**config.mk**
```make
export PLATFORM = sky130hd
export DESIGN_NAME = alu_pipe_flat
export DESIGN_NICKNAME = d
export VERILOG_FILES = /design/src/rtl/alu_pipe_pkg.sv /design/src/rtl/alu_pipe_if.sv /design/src/rtl/alu_pipe_core.sv /design/src/rtl/alu_pipe.sv /design/src/flat_wrapper.sv
export SDC_FILE = /design/constraint.sdc
export NUM_CORES = 1
export LEC_CHECK = 0
export ABC_CLOCK_PERIOD_IN_PS = 4300
export CAP_MARGIN = 40
export CORE_ASPECT_RATIO = 0.6
export CORE_MARGIN = 1
export CORE_UTILIZATION = 30
export CTS_CLUSTER_DIAMETER = 100
export DETAILED_ROUTE_END_ITERATION = 12
export GPL_ROUTABILITY_DRIVEN = 1
export PLACE_DENSITY_LB_ADDON = 0.1
export SLEW_MARGIN = 5
export SYNTH_ARGS = -nofsm -noshare
export SYNTH_HDL_FRONTEND = slang
export SYNTH_SLANG_ARGS = --single-unit
```
**constraint.sdc**
```tcl
create_clock -name clk -period 4.3 [get_ports clk]
set_clock_uncertainty 0.15 [all_clocks]
set_input_delay 0.86 -clock clk [delete_from_list [all_inputs] [get_ports clk]]
set_output_delay 0.86 -clock clk [all_outputs]
set_load 0.01 [all_outputs]
```
**src/rtl/alu_pipe_pkg.sv**
```systemverilog
// Shared types for the pipelined ALU: operation encoding and the flag bundle.
package alu_pkg;

  typedef enum logic [2:0] {
    OP_ADD  = 3'b000,
    OP_SUB  = 3'b001,
    OP_AND  = 3'b010,
    OP_OR   = 3'b011,
    OP_XOR  = 3'b100,
    OP_SLL  = 3'b101,
    OP_SRL  = 3'b110,
    OP_SLTU = 3'b111
  } alu_op_e;

  typedef struct packed {
    logic zero;
    logic carry;
    logic ovf;
    logic neg;
  } alu_flags_t;

endpackage

```
**src/rtl/alu_pipe_if.sv**
```systemverilog
// Handshake and data bundle between the operand sequencer, the ALU and the result consumer.
interface alu_pipe_if #(
  parameter int W = 4
);
  import alu_pkg::*;

  logic          in_valid;
  logic          in_ready;
  logic [W-1:0]  a;
  logic [W-1:0]  b;
  alu_op_e       op;
  logic          acc_sel;
  logic          acc_wr;
  logic          acc_clr;
  logic          out_valid;
  logic          out_ready;
  logic [W-1:0]  y;
  logic          zero;
  logic          carry;
  logic          ovf;
  logic          neg;
  logic [W-1:0]  acc;

  modport master (
    output in_valid, a, b, op, acc_sel, acc_wr, acc_clr, out_ready,
    input  in_ready, out_valid, y, zero, carry, ovf, neg, acc
  );

  modport slave (
    input  in_valid, a, b, op, acc_sel, acc_wr, acc_clr, out_ready,
    output in_ready, out_valid, y, zero, carry, ovf, neg, acc
  );

endinterface

```
**src/rtl/alu_pipe_core.sv**
```systemverilog
// Combinational ALU datapath: result and flags for one operation.
// Saturating add/sub is built only when ALU_PIPE_SAT_EN is defined.
module alu_core
  import alu_pkg::*;
#(
  parameter int W = 4
) (
  input  logic [W-1:0] a,
  input  logic [W-1:0] b,
  input  alu_op_e      op,
  output logic [W-1:0] y,
  output alu_flags_t   flags
);

  localparam int SHW = $clog2(W);

  logic [W:0]     sum;
  logic [W:0]     diff;
  logic [SHW-1:0] shamt;
  logic           sh_big;
  logic [W-1:0]   res;
  logic           c;
  logic           o;

  assign sum    = {1'b0, a} + {1'b0, b};
  assign diff   = {1'b0, a} - {1'b0, b};
  assign shamt  = b[SHW-1:0];
  // The whole of b is the shift amount for range purposes; only the low bits steer the shifter.
  assign sh_big = ({1'b0, b} >= (W+1)'(W));

  always_comb begin
    res = '0;
    c   = 1'b0;
    o   = 1'b0;
    case (op)
      OP_ADD: begin
        res = sum[W-1:0];
        c   = sum[W];
        o   = (a[W-1] == b[W-1]) && (sum[W-1] != a[W-1]);
`ifdef ALU_PIPE_SAT_EN
        if (c) res = '1;
`endif
      end
      OP_SUB: begin
        res = diff[W-1:0];
        c   = diff[W];
        o   = (a[W-1] != b[W-1]) && (diff[W-1] != a[W-1]);
`ifdef ALU_PIPE_SAT_EN
        if (c) res = '0;
`endif
      end
      OP_AND:  res = a & b;
      OP_OR:   res = a | b;
      OP_XOR:  res = a ^ b;
      OP_SLL:  res = sh_big ? '0 : (a << shamt);
      OP_SRL:  res = sh_big ? '0 : (a >> shamt);
      OP_SLTU: res = {{(W-1){1'b0}}, diff[W]};
      default: res = '0;
    endcase
  end

  assign y           = res;
  assign flags.zero  = (res == '0);
  assign flags.carry = c;
  assign flags.ovf   = o;
  assign flags.neg   = res[W-1];

endmodule

```
**src/rtl/alu_pipe.sv**
```systemverilog
// Two-stage pipelined ALU with valid/ready flow control and an operand/result accumulator.
// Optional build macro: ALU_PIPE_SAT_EN (saturating add/sub inside alu_core).
module alu_pipe
  import alu_pkg::*;
#(
  parameter int W = 4
) (
  input  logic       clk,
  input  logic       rst_n,
  alu_pipe_if.slave  bus
);

  logic         s1_valid;
  logic         s2_valid;
  logic [W-1:0] s1_y;
  logic [W-1:0] s2_y;
  alu_flags_t   s1_flags;
  alu_flags_t   s2_flags;
  logic [W-1:0] acc_q;
  logic [W-1:0] core_a;
  logic [W-1:0] core_y;
  alu_flags_t   core_flags;
  logic         s2_load;
  logic         s1_load;
  logic         accept;

  assign s2_load = !s2_valid || bus.out_ready;
  assign s1_load = !s1_valid || s2_load;
  assign accept  = bus.in_valid && s1_load;
  assign core_a  = bus.acc_sel ? acc_q : bus.a;

  alu_core #(
    .W (W)
  ) u_core (
    .a     (core_a),
    .b     (bus.b),
    .op    (bus.op),
    .y     (core_y),
    .flags (core_flags)
  );

  always_ff @(posedge clk or negedge rst_n) begin
    if (!rst_n) begin
      s1_valid <= 1'b0;
      s1_y     <= '0;
      s1_flags <= '0;
    end else if (s1_load) begin
      s1_valid <= accept;
      if (accept) begin
        s1_y     <= core_y;
        s1_flags <= core_flags;
      end
    end
  end

  always_ff @(posedge clk or negedge rst_n) begin
    if (!rst_n) begin
      s2_valid <= 1'b0;
      s2_y     <= '0;
      s2_flags <= '0;
    end else if (s2_load) begin
      s2_valid <= s1_valid;
      if (s1_valid) begin
        s2_y     <= s1_y;
        s2_flags <= s1_flags;
      end
    end
  end

  // Written at the accept edge so a following acc_sel transaction sees it immediately.
  always_ff @(posedge clk or negedge rst_n) begin
    if (!rst_n)
      acc_q <= '0;
    else if (bus.acc_clr)
      acc_q <= '0;
    else if (accept && bus.acc_wr)
      acc_q <= core_y;
  end

  assign bus.in_ready  = s1_load;
  assign bus.out_valid = s2_valid;
  assign bus.y         = s2_y;
  assign bus.zero      = s2_flags.zero;
  assign bus.carry     = s2_flags.carry;
  assign bus.ovf       = s2_flags.ovf;
  assign bus.neg       = s2_flags.neg;
  assign bus.acc       = acc_q;

endmodule

```
**src/flat_wrapper.sv**
```systemverilog
// flat-port wrapper written by rule: the top's interface ports become plain ports
module alu_pipe_flat import alu_pkg::*;
#(
  parameter int W = 4
)
  (clk, rst_n, bus_in_valid, bus_a, bus_b, bus_op, bus_acc_sel, bus_acc_wr, bus_acc_clr, bus_out_ready, bus_in_ready, bus_out_valid, bus_y, bus_zero, bus_carry, bus_ovf, bus_neg, bus_acc);
  alu_pipe_if #(.W(W)) bus_i ();
  input  logic clk;
  input  logic rst_n;
  input wire logic [$bits(bus_i.in_valid)-1:0] bus_in_valid;
  input wire logic [$bits(bus_i.a)-1:0] bus_a;
  input wire logic [$bits(bus_i.b)-1:0] bus_b;
  input wire logic [$bits(bus_i.op)-1:0] bus_op;
  input wire logic [$bits(bus_i.acc_sel)-1:0] bus_acc_sel;
  input wire logic [$bits(bus_i.acc_wr)-1:0] bus_acc_wr;
  input wire logic [$bits(bus_i.acc_clr)-1:0] bus_acc_clr;
  input wire logic [$bits(bus_i.out_ready)-1:0] bus_out_ready;
  output wire logic [$bits(bus_i.in_ready)-1:0] bus_in_ready;
  output wire logic [$bits(bus_i.out_valid)-1:0] bus_out_valid;
  output wire logic [$bits(bus_i.y)-1:0] bus_y;
  output wire logic [$bits(bus_i.zero)-1:0] bus_zero;
  output wire logic [$bits(bus_i.carry)-1:0] bus_carry;
  output wire logic [$bits(bus_i.ovf)-1:0] bus_ovf;
  output wire logic [$bits(bus_i.neg)-1:0] bus_neg;
  output wire logic [$bits(bus_i.acc)-1:0] bus_acc;
  assign bus_i.in_valid = bus_in_valid;
  assign bus_i.a = bus_a;
  assign bus_i.b = bus_b;
  assign bus_i.op = bus_op;
  assign bus_i.acc_sel = bus_acc_sel;
  assign bus_i.acc_wr = bus_acc_wr;
  assign bus_i.acc_clr = bus_acc_clr;
  assign bus_i.out_ready = bus_out_ready;
  assign bus_in_ready = bus_i.in_ready;
  assign bus_out_valid = bus_i.out_valid;
  assign bus_y = bus_i.y;
  assign bus_zero = bus_i.zero;
  assign bus_carry = bus_i.carry;
  assign bus_ovf = bus_i.ovf;
  assign bus_neg = bus_i.neg;
  assign bus_acc = bus_i.acc;
  alu_pipe #(.W(W)) u_core (.clk(clk), .rst_n(rst_n), .bus(bus_i));
endmodule
```
==> results of run 1 <==
metal layers:
metal  part of all wire [%]  GRT usage [%]  vias to the layer above  routed length, um
met4                      0          1.493                        0                  0
met1                     56          27.27                      693               2508
met5                      0              0                        -                  0
met2                     36          21.13                       58               1631
met3                    7.6          4.444                        0                341
li1                       -              -                      708                  -
cells by family after synthesis:
logic type | count (synthesis)
xor+xnor | 4
mux | 26
buf+inv | 24
simple gates | 51
compound gates | 36
fa+ha+maj | 15
flops | 20
metrics by stage:
step / power (uW) / std cells / instance area, um2 / hold WS (ps) / util, %
finish: 607.2 / 276 / 2141 / 327.7 / 41.13
detailed placement: 470.0 / 272 / 2086 / 316.7 / 40.07
CTS: 610.9 / 276 / 2141 / 334.0 / 41.13
floorplan: 365.2 / 176 / 1669 / 295.4 / -
global route: 650.2 / 276 / 2141 / 376.8 / 41.13
global placement: 465.7 / 271 / 2071 / 318.9 / 39.78
worst paths after layout:
check,to
max,u_core.s1_flags[3]
min,u_core.s1_flags[2]
max reg2reg,u_core.s1_flags[3]
min reg2reg,u_core.s1_flags[2]
max in group asynchronous,u_core.bus.y[2]
min in group asynchronous,u_core.bus.ovf
power by group:
part	switching, uW	leakage, uW	total (uW)	internal [uW]
combinational	110	0.000680	231	122
sequential	16.7	0.000259	235	218
clock	59.7	0.0000288	141	81.4
total	186	0.000968	607	421
cells in the mapped netlist (all sizes together) (4+ instances only):
master / number
buf: 4
a21oi: 6
mux2i: 12
ha: 13
nand2b: 7
nor3: 6
clkbuf: 6
a211oi: 4
inv: 14
mux2: 12
nand2: 8
dfrtp: 20
nand3b: 4
o211ai: 4
nor2: 14
o21ai: 6
area by class of cell:
cell class / count / area share, %
tap: 66 / 3.857
multi-input combinational: 132 / 49.74
timing repair buffer: 40 / 18.00
clock buffer: 4 / 2.572
inverter: 14 / 2.455
sequential: 20 / 23.38
critical path, cell delays in order:
cell,delay [ps]
clkdlybuf4s50_1,490
mux2i_1,330
inv_1,110
ha_1,230
fa_1,430
mux2_1,290
o211ai_1,160
o31ai_1,110
a41o_1,270
or4_1,500
o21ai_1,120
sequential cells by signal (all words and copies together), names as in the netlist:
signal,count
u_core.bus.acc,4
u_core.s1_y,4
u_core.bus.y,3
u_core.s1_flags,3
u_core.bus.carry,1
u_core.bus.neg,1
u_core.bus.out_valid,1
u_core.bus.ovf,1
u_core.bus.zero,1
u_core.s1_valid,1
==> metrics.md, run 1 <==
| Metric | Value |
|---|---|
| Outcome | finished, final reports clean |
| Vias in the first global route | 1377 |
| Flop and latch count out of synthesis | 20 |
| Global-route wire length before repair | 7.383 mm |
| R2R depth | 10 |
| P per Cell Area | 283.6 nW/um2 |
| Leak | 0.0009676 uW |
| R2R Path Start | u_core.bus.acc[0] |
| Dpl ws | 163.5 ps |
| Clock root buffer | clkbuf_8 |
| Post-synthesis compound-gate area fraction | 15.07% |
| # rows | 20 |
| Number of setup buffers added after CTS | 0 |
| GRT Total Usage | 16.58% |
| Most used DFF post-synth | dfrtp_1 |
| Fillers | 521 |
| Placer Congestion | 0.8742 |
| Initial antenna violation count | 0 |
| Hold WC Path Type | reg2reg |
| Synth Net Count | 209 |
| WHS Path Cells | 1 |
| DR vias/cell | 5.286 |
| Commonest non-fill, non-tap cell in the layout | clkdlybuf4s50_1 |
| Gr ovfl total | 0 |
| Critical Path Source Type | primary input |
| Die width | 98.30 um |
| Post-synthesis xor/xnor area fraction | 2.099% |
| Min Clock Period, post-route | 3864 ps |
| Worst-path fanout max | 3 |
| Distinct cells, synth | 45 |
| Core Area | 5205 um2 |
| Total number of vias | 1459 |
| Fin Setup TNS | 0 ps |
| TritonCTS clock tree | yes |
| Rel. slew slack | 54.27% |
| Clk sinks | 20 |
| IO Pins | 32 |
| Post-synth EDFFs | 0 |
| Nets@finish | 244 |
| Setup-failing EPs final | 0 |
| Max-Cap Viols | 0 |
| P&R area growth vs syn | 28.26% |
| CP required | 4330 ps |
| Final WS setup | 436.4 ps |
| RSZ-0062 raised after global routing | false |
| VDD IR max | 0.1281 mV |
| Post-Syn Instances | 176 |
| Routed length per instance | 16.23 um |
| Clock tree buffer depth | 2 |
| CP Capture Type | flip-flop |
| Yosys warns | 0 |
| PortBufs | 31 |
| Num CTS Buffers | 3 |
| Flop-to-flop setup slack | 1130 ps |
| Layout cells sized above 1 | 13.81% |
| WP data arrival | 3900 ps |
| Die height | 59.78 um |
| Pin count of the biggest net entering global routing | 21 |
| Post-synthesis cell area | 1669 um2 |
| Worst setup path startpoint | bus_acc_sel |
| Register Area | 500.5 um2 |
| Footprint of the multi-input gates | 1065 um2 |
| WL final | 4.480 mm |
| Antenna viol nets, final | 0 |
| CTS-repair resized insts | 0 |
| Post-synthesis sequential area ratio | 29.99% |
| Setup CP Type | in2reg |
| Full die area | 5876 um2 |
| Worst Tran Pin Value | 683.8 ps |
| Main combinational cell family by area after synthesis | multiplexers |
| Synth top area share | 29.99% |
| Clk_lat worst skew | 260 ps |
| Starting density of the core | 32.07% |
| Area share of and/or/nand/nor cells after synthesis | 16.27% |
| Final Hold Vio Count | 0 |
| Post-Synth Adder-Cell Area | 12.14% |
| Most frequent cells in the layout | clkdlybuf4s50_1, dfrtp_1, nor2_1 |
| Avg Cell Area, Syn | 9.484 um2 |
| Biggest area consumer among synthesized cells | dfrtp_1 |
| Clock slew at the register clock pins of the worst setup and hold paths | 70 ps |
| Max-slew violations | 0 |
| Hold Crit Start | u_core.s1_flags[2] |
| Drc violations | 0 |
| F_max | 258.8 MHz |
| Mux contribution to synthesized area | 18.22% |
| H-tree lvl count | 1 |
| Post-DP HPWL | 3.657 mm |
| Ant. Diodes | 0 |
| Final period util | 89.85% |
| DRT Pass-1 Iters | 7 |
| Largest cells by area after synthesis | dfrtp_1, ha_1, mux2i_1 |
| DRT iter0 DRCs | 173 |
| Ys async rst share | 100.0% |
| Hold Buf Count CTS | 0 |
Power figures use the tool's default switching activity.
==> run 2: changes to the inputs <==
--- a/config.mk
+++ b/config.mk
@@ -9,7 +9,7 @@
 export CAP_MARGIN = 40
 export CORE_ASPECT_RATIO = 0.6
 export CORE_MARGIN = 1
-export CORE_UTILIZATION = 30
+export CORE_UTILIZATION = 52
 export CTS_CLUSTER_DIAMETER = 100
 export DETAILED_ROUTE_END_ITERATION = 12
 export GPL_ROUTABILITY_DRIVEN = 1
==> run 2 against run 1 <==
Net effect:
- total power up 8.2%
- non-clock buffer count decreased by 1
- critical path depth did not move
- clock-buffer cell count fell by 1
- worst hold slack better by 4.2 ps
- via count is 2.8% higher
- final area down 0.99%
- clock power up 35%
- first-iteration DRC count shrank 15%
- critical path type unchanged
- highest routed layer is now met4
==> metrics.md, run 2 (synthesis gave the netlist of run 1 again) <==
| Metric | Value |
|---|---|
| P&R area growth vs syn | 26.99% |
| R2R depth | 10 |
| Clock root buffer | clkbuf_8 |
| Max-Cap Viols | 0 |
| RSZ-0062 raised after global routing | false |
| GRT Total Usage | 27.96% |
| Gr busiest metal | met1 |
| Worst path cell trace | clkdlybuf4s50_1 > mux2i_1 > inv_1 > ha_1 > fa_1 > mux2_1 > o211ai_1 > o31ai_1 > a41o_1 > or4_1 > o21ai_1 |
| Min Clock Period, post-route | 3844 ps |
| Outcome | finished, final reports clean |
| Hold WC Path Type | reg2reg |
| Fin Setup TNS | 0 ps |
| Post-layout util | 71.48% |
| Setup-failing EPs final | 0 |
| Rel. slew slack | 52.35% |
| Worst-path fanout max | 3 |
| Routed length per instance | 17.41 um |
| Drc violations | 0 |
| Final Hold Vio Count | 0 |
| Post-DP HPWL | 3.519 mm |
| Vias in the first global route | 1341 |
| DRT iter0 DRCs | 147 |
| Antenna viol nets, final | 0 |
| R2R Path Start | u_core.bus.acc[0] |
| Hold Crit Start | u_core.s1_flags[2] |
| CTS-repair resized insts | 0 |
| Gr ovfl total | 0 |
| Flop-to-flop setup slack | 1150 ps |
| Critical Path Source Type | primary input |
| Clk sinks | 20 |
| Die height | 45.89 um |
| P per Cell Area | 309.9 nW/um2 |
| Total number of vias | 1500 |
| Met1 Usage GRT | 44.32% |
| VDD IR max | 0.1567 mV |
| Worst stage delay on the critical path | 500 ps |
| Max-slew violations | 0 |
| # rows | 15 |
| Clk_lat worst skew | 260 ps |
| Most frequent cells in the layout | clkdlybuf4s50_1, dfrtp_1, nor2_1 |
| Layout cells sized above 1 | 13.40% |
| M2 GR Usage | 38.20% |
| Die width | 75.14 um |
| CP top delay family | adder cells |
| Starting density of the core | 56.29% |
| DR vias/cell | 5.976 |
| WL final | 4.370 mm |
| Crit-path slowest cell | clkdlybuf4s50_1 |
| Worst Tran Pin Value | 712.4 ps |
| TritonCTS clock tree | yes |
| Initial antenna violation count | 0 |
| F_max | 260.1 MHz |
| DRT Pass-1 Iters | 4 |
| Capturing point of the worst reg2reg path | u_core.s1_flags[3] |
| Num CTS Buffers | 3 |
| Commonest non-fill, non-tap cell in the layout | clkdlybuf4s50_1 |
| Final Hold Slack | 331.9 ps |
| Pin count of the biggest net entering global routing | 21 |
| Full die area | 3448 um2 |
| H-tree lvl count | 1 |
| GR Util met3 | 6.195% |
| WP data arrival | 3890 ps |
| Clock slew at the register clock pins of the worst setup and hold paths | 80 ps |
| Core Area | 2965 um2 |
| CP required | 4340 ps |
| Ant. Diodes | 0 |
| Clock tree buffer depth | 2 |
| CP Capture Type | flip-flop |
| WHS Path Cells | 1 |
| IO Pins | 32 |
| Final period util | 89.40% |
| Nets@finish | 243 |
| PortBufs | 31 |
| Setup CP Type | in2reg |
| CP Buf/Inv Count | 2 |
| Leak | 0.0009693 uW |
| Worst Hold End | u_core.s1_flags[2] |
| Global-route wire length before repair | 6.748 mm |
| Hold Buf Count CTS | 0 |
| Placer Congestion | 0.9514 |
| Number of setup buffers added after CTS | 0 |
run 2: worst max-delay path by stage:
stage                      startpoint            endpoint  slack [ps]  cells past startpoint
after floorplan           bus_acc_sel  u_core.s1_flags[3]         800                     11
after detailed placement  bus_acc_sel  u_core.s1_flags[3]         180                     11
after global placement    bus_acc_sel  u_core.s1_flags[3]         260                     11
after CTS                 bus_acc_sel  u_core.s1_flags[3]         440                     11
after global routing      bus_acc_sel  u_core.s1_flags[3]         310                     11
final                     bus_acc_sel  u_core.s1_flags[3]         460                     11
run 2: power breakdown:
group | internal [uW] | switching, uW
clock | 124 | 66.9
sequential | 218 | 16.8
combinational | 120 | 110
run 2: worst reg2reg max path: cells and delay by family, from the launching register on:
kind	cells	cell delay [ps]
DFF	1	430
and+or+nand+nor	1	500
muxes	2	580
AOI/OAI and AO/OA	4	650
buffers and inverters	1	100
adders and majority gates	2	670
run 2: area by class of cell:
| class | count | area [um2] |
|---|---|---|
| Tap cell | 42 | 52.55 |
| Multi-Input combinational cell | 132 | 1065 |
| Clock inverter | 1 | 30.03 |
| Fill cell | 231 | 845.8 |
| Sequential cell | 20 | 500.5 |
| Timing Repair Buffer | 39 | 377.9 |
| Inverter | 14 | 52.55 |
| Clock buffer | 3 | 41.29 |
run 2: layer usage:
layer	share of wire, %	wire (um)
met1	50	2174
met2	41	1794
met3	8.0	350
met4	1.2	51
met5	0	0
run 2: metrics by stage:
step | cells | instance area [um2] | setup slack, ps | total power [uW]
global route | 251 | 2120 | 306.5 | 688.3
finish | 251 | 2120 | 455.9 | 656.9
CTS | 250 | 2105 | 442.1 | 654.9
global placement | 246 | 2033 | 261.5 | 458.2
detailed placement | 246 | 2033 | 180.5 | 465.4
floorplan | 176 | 1669 | 801.5 | 365.2
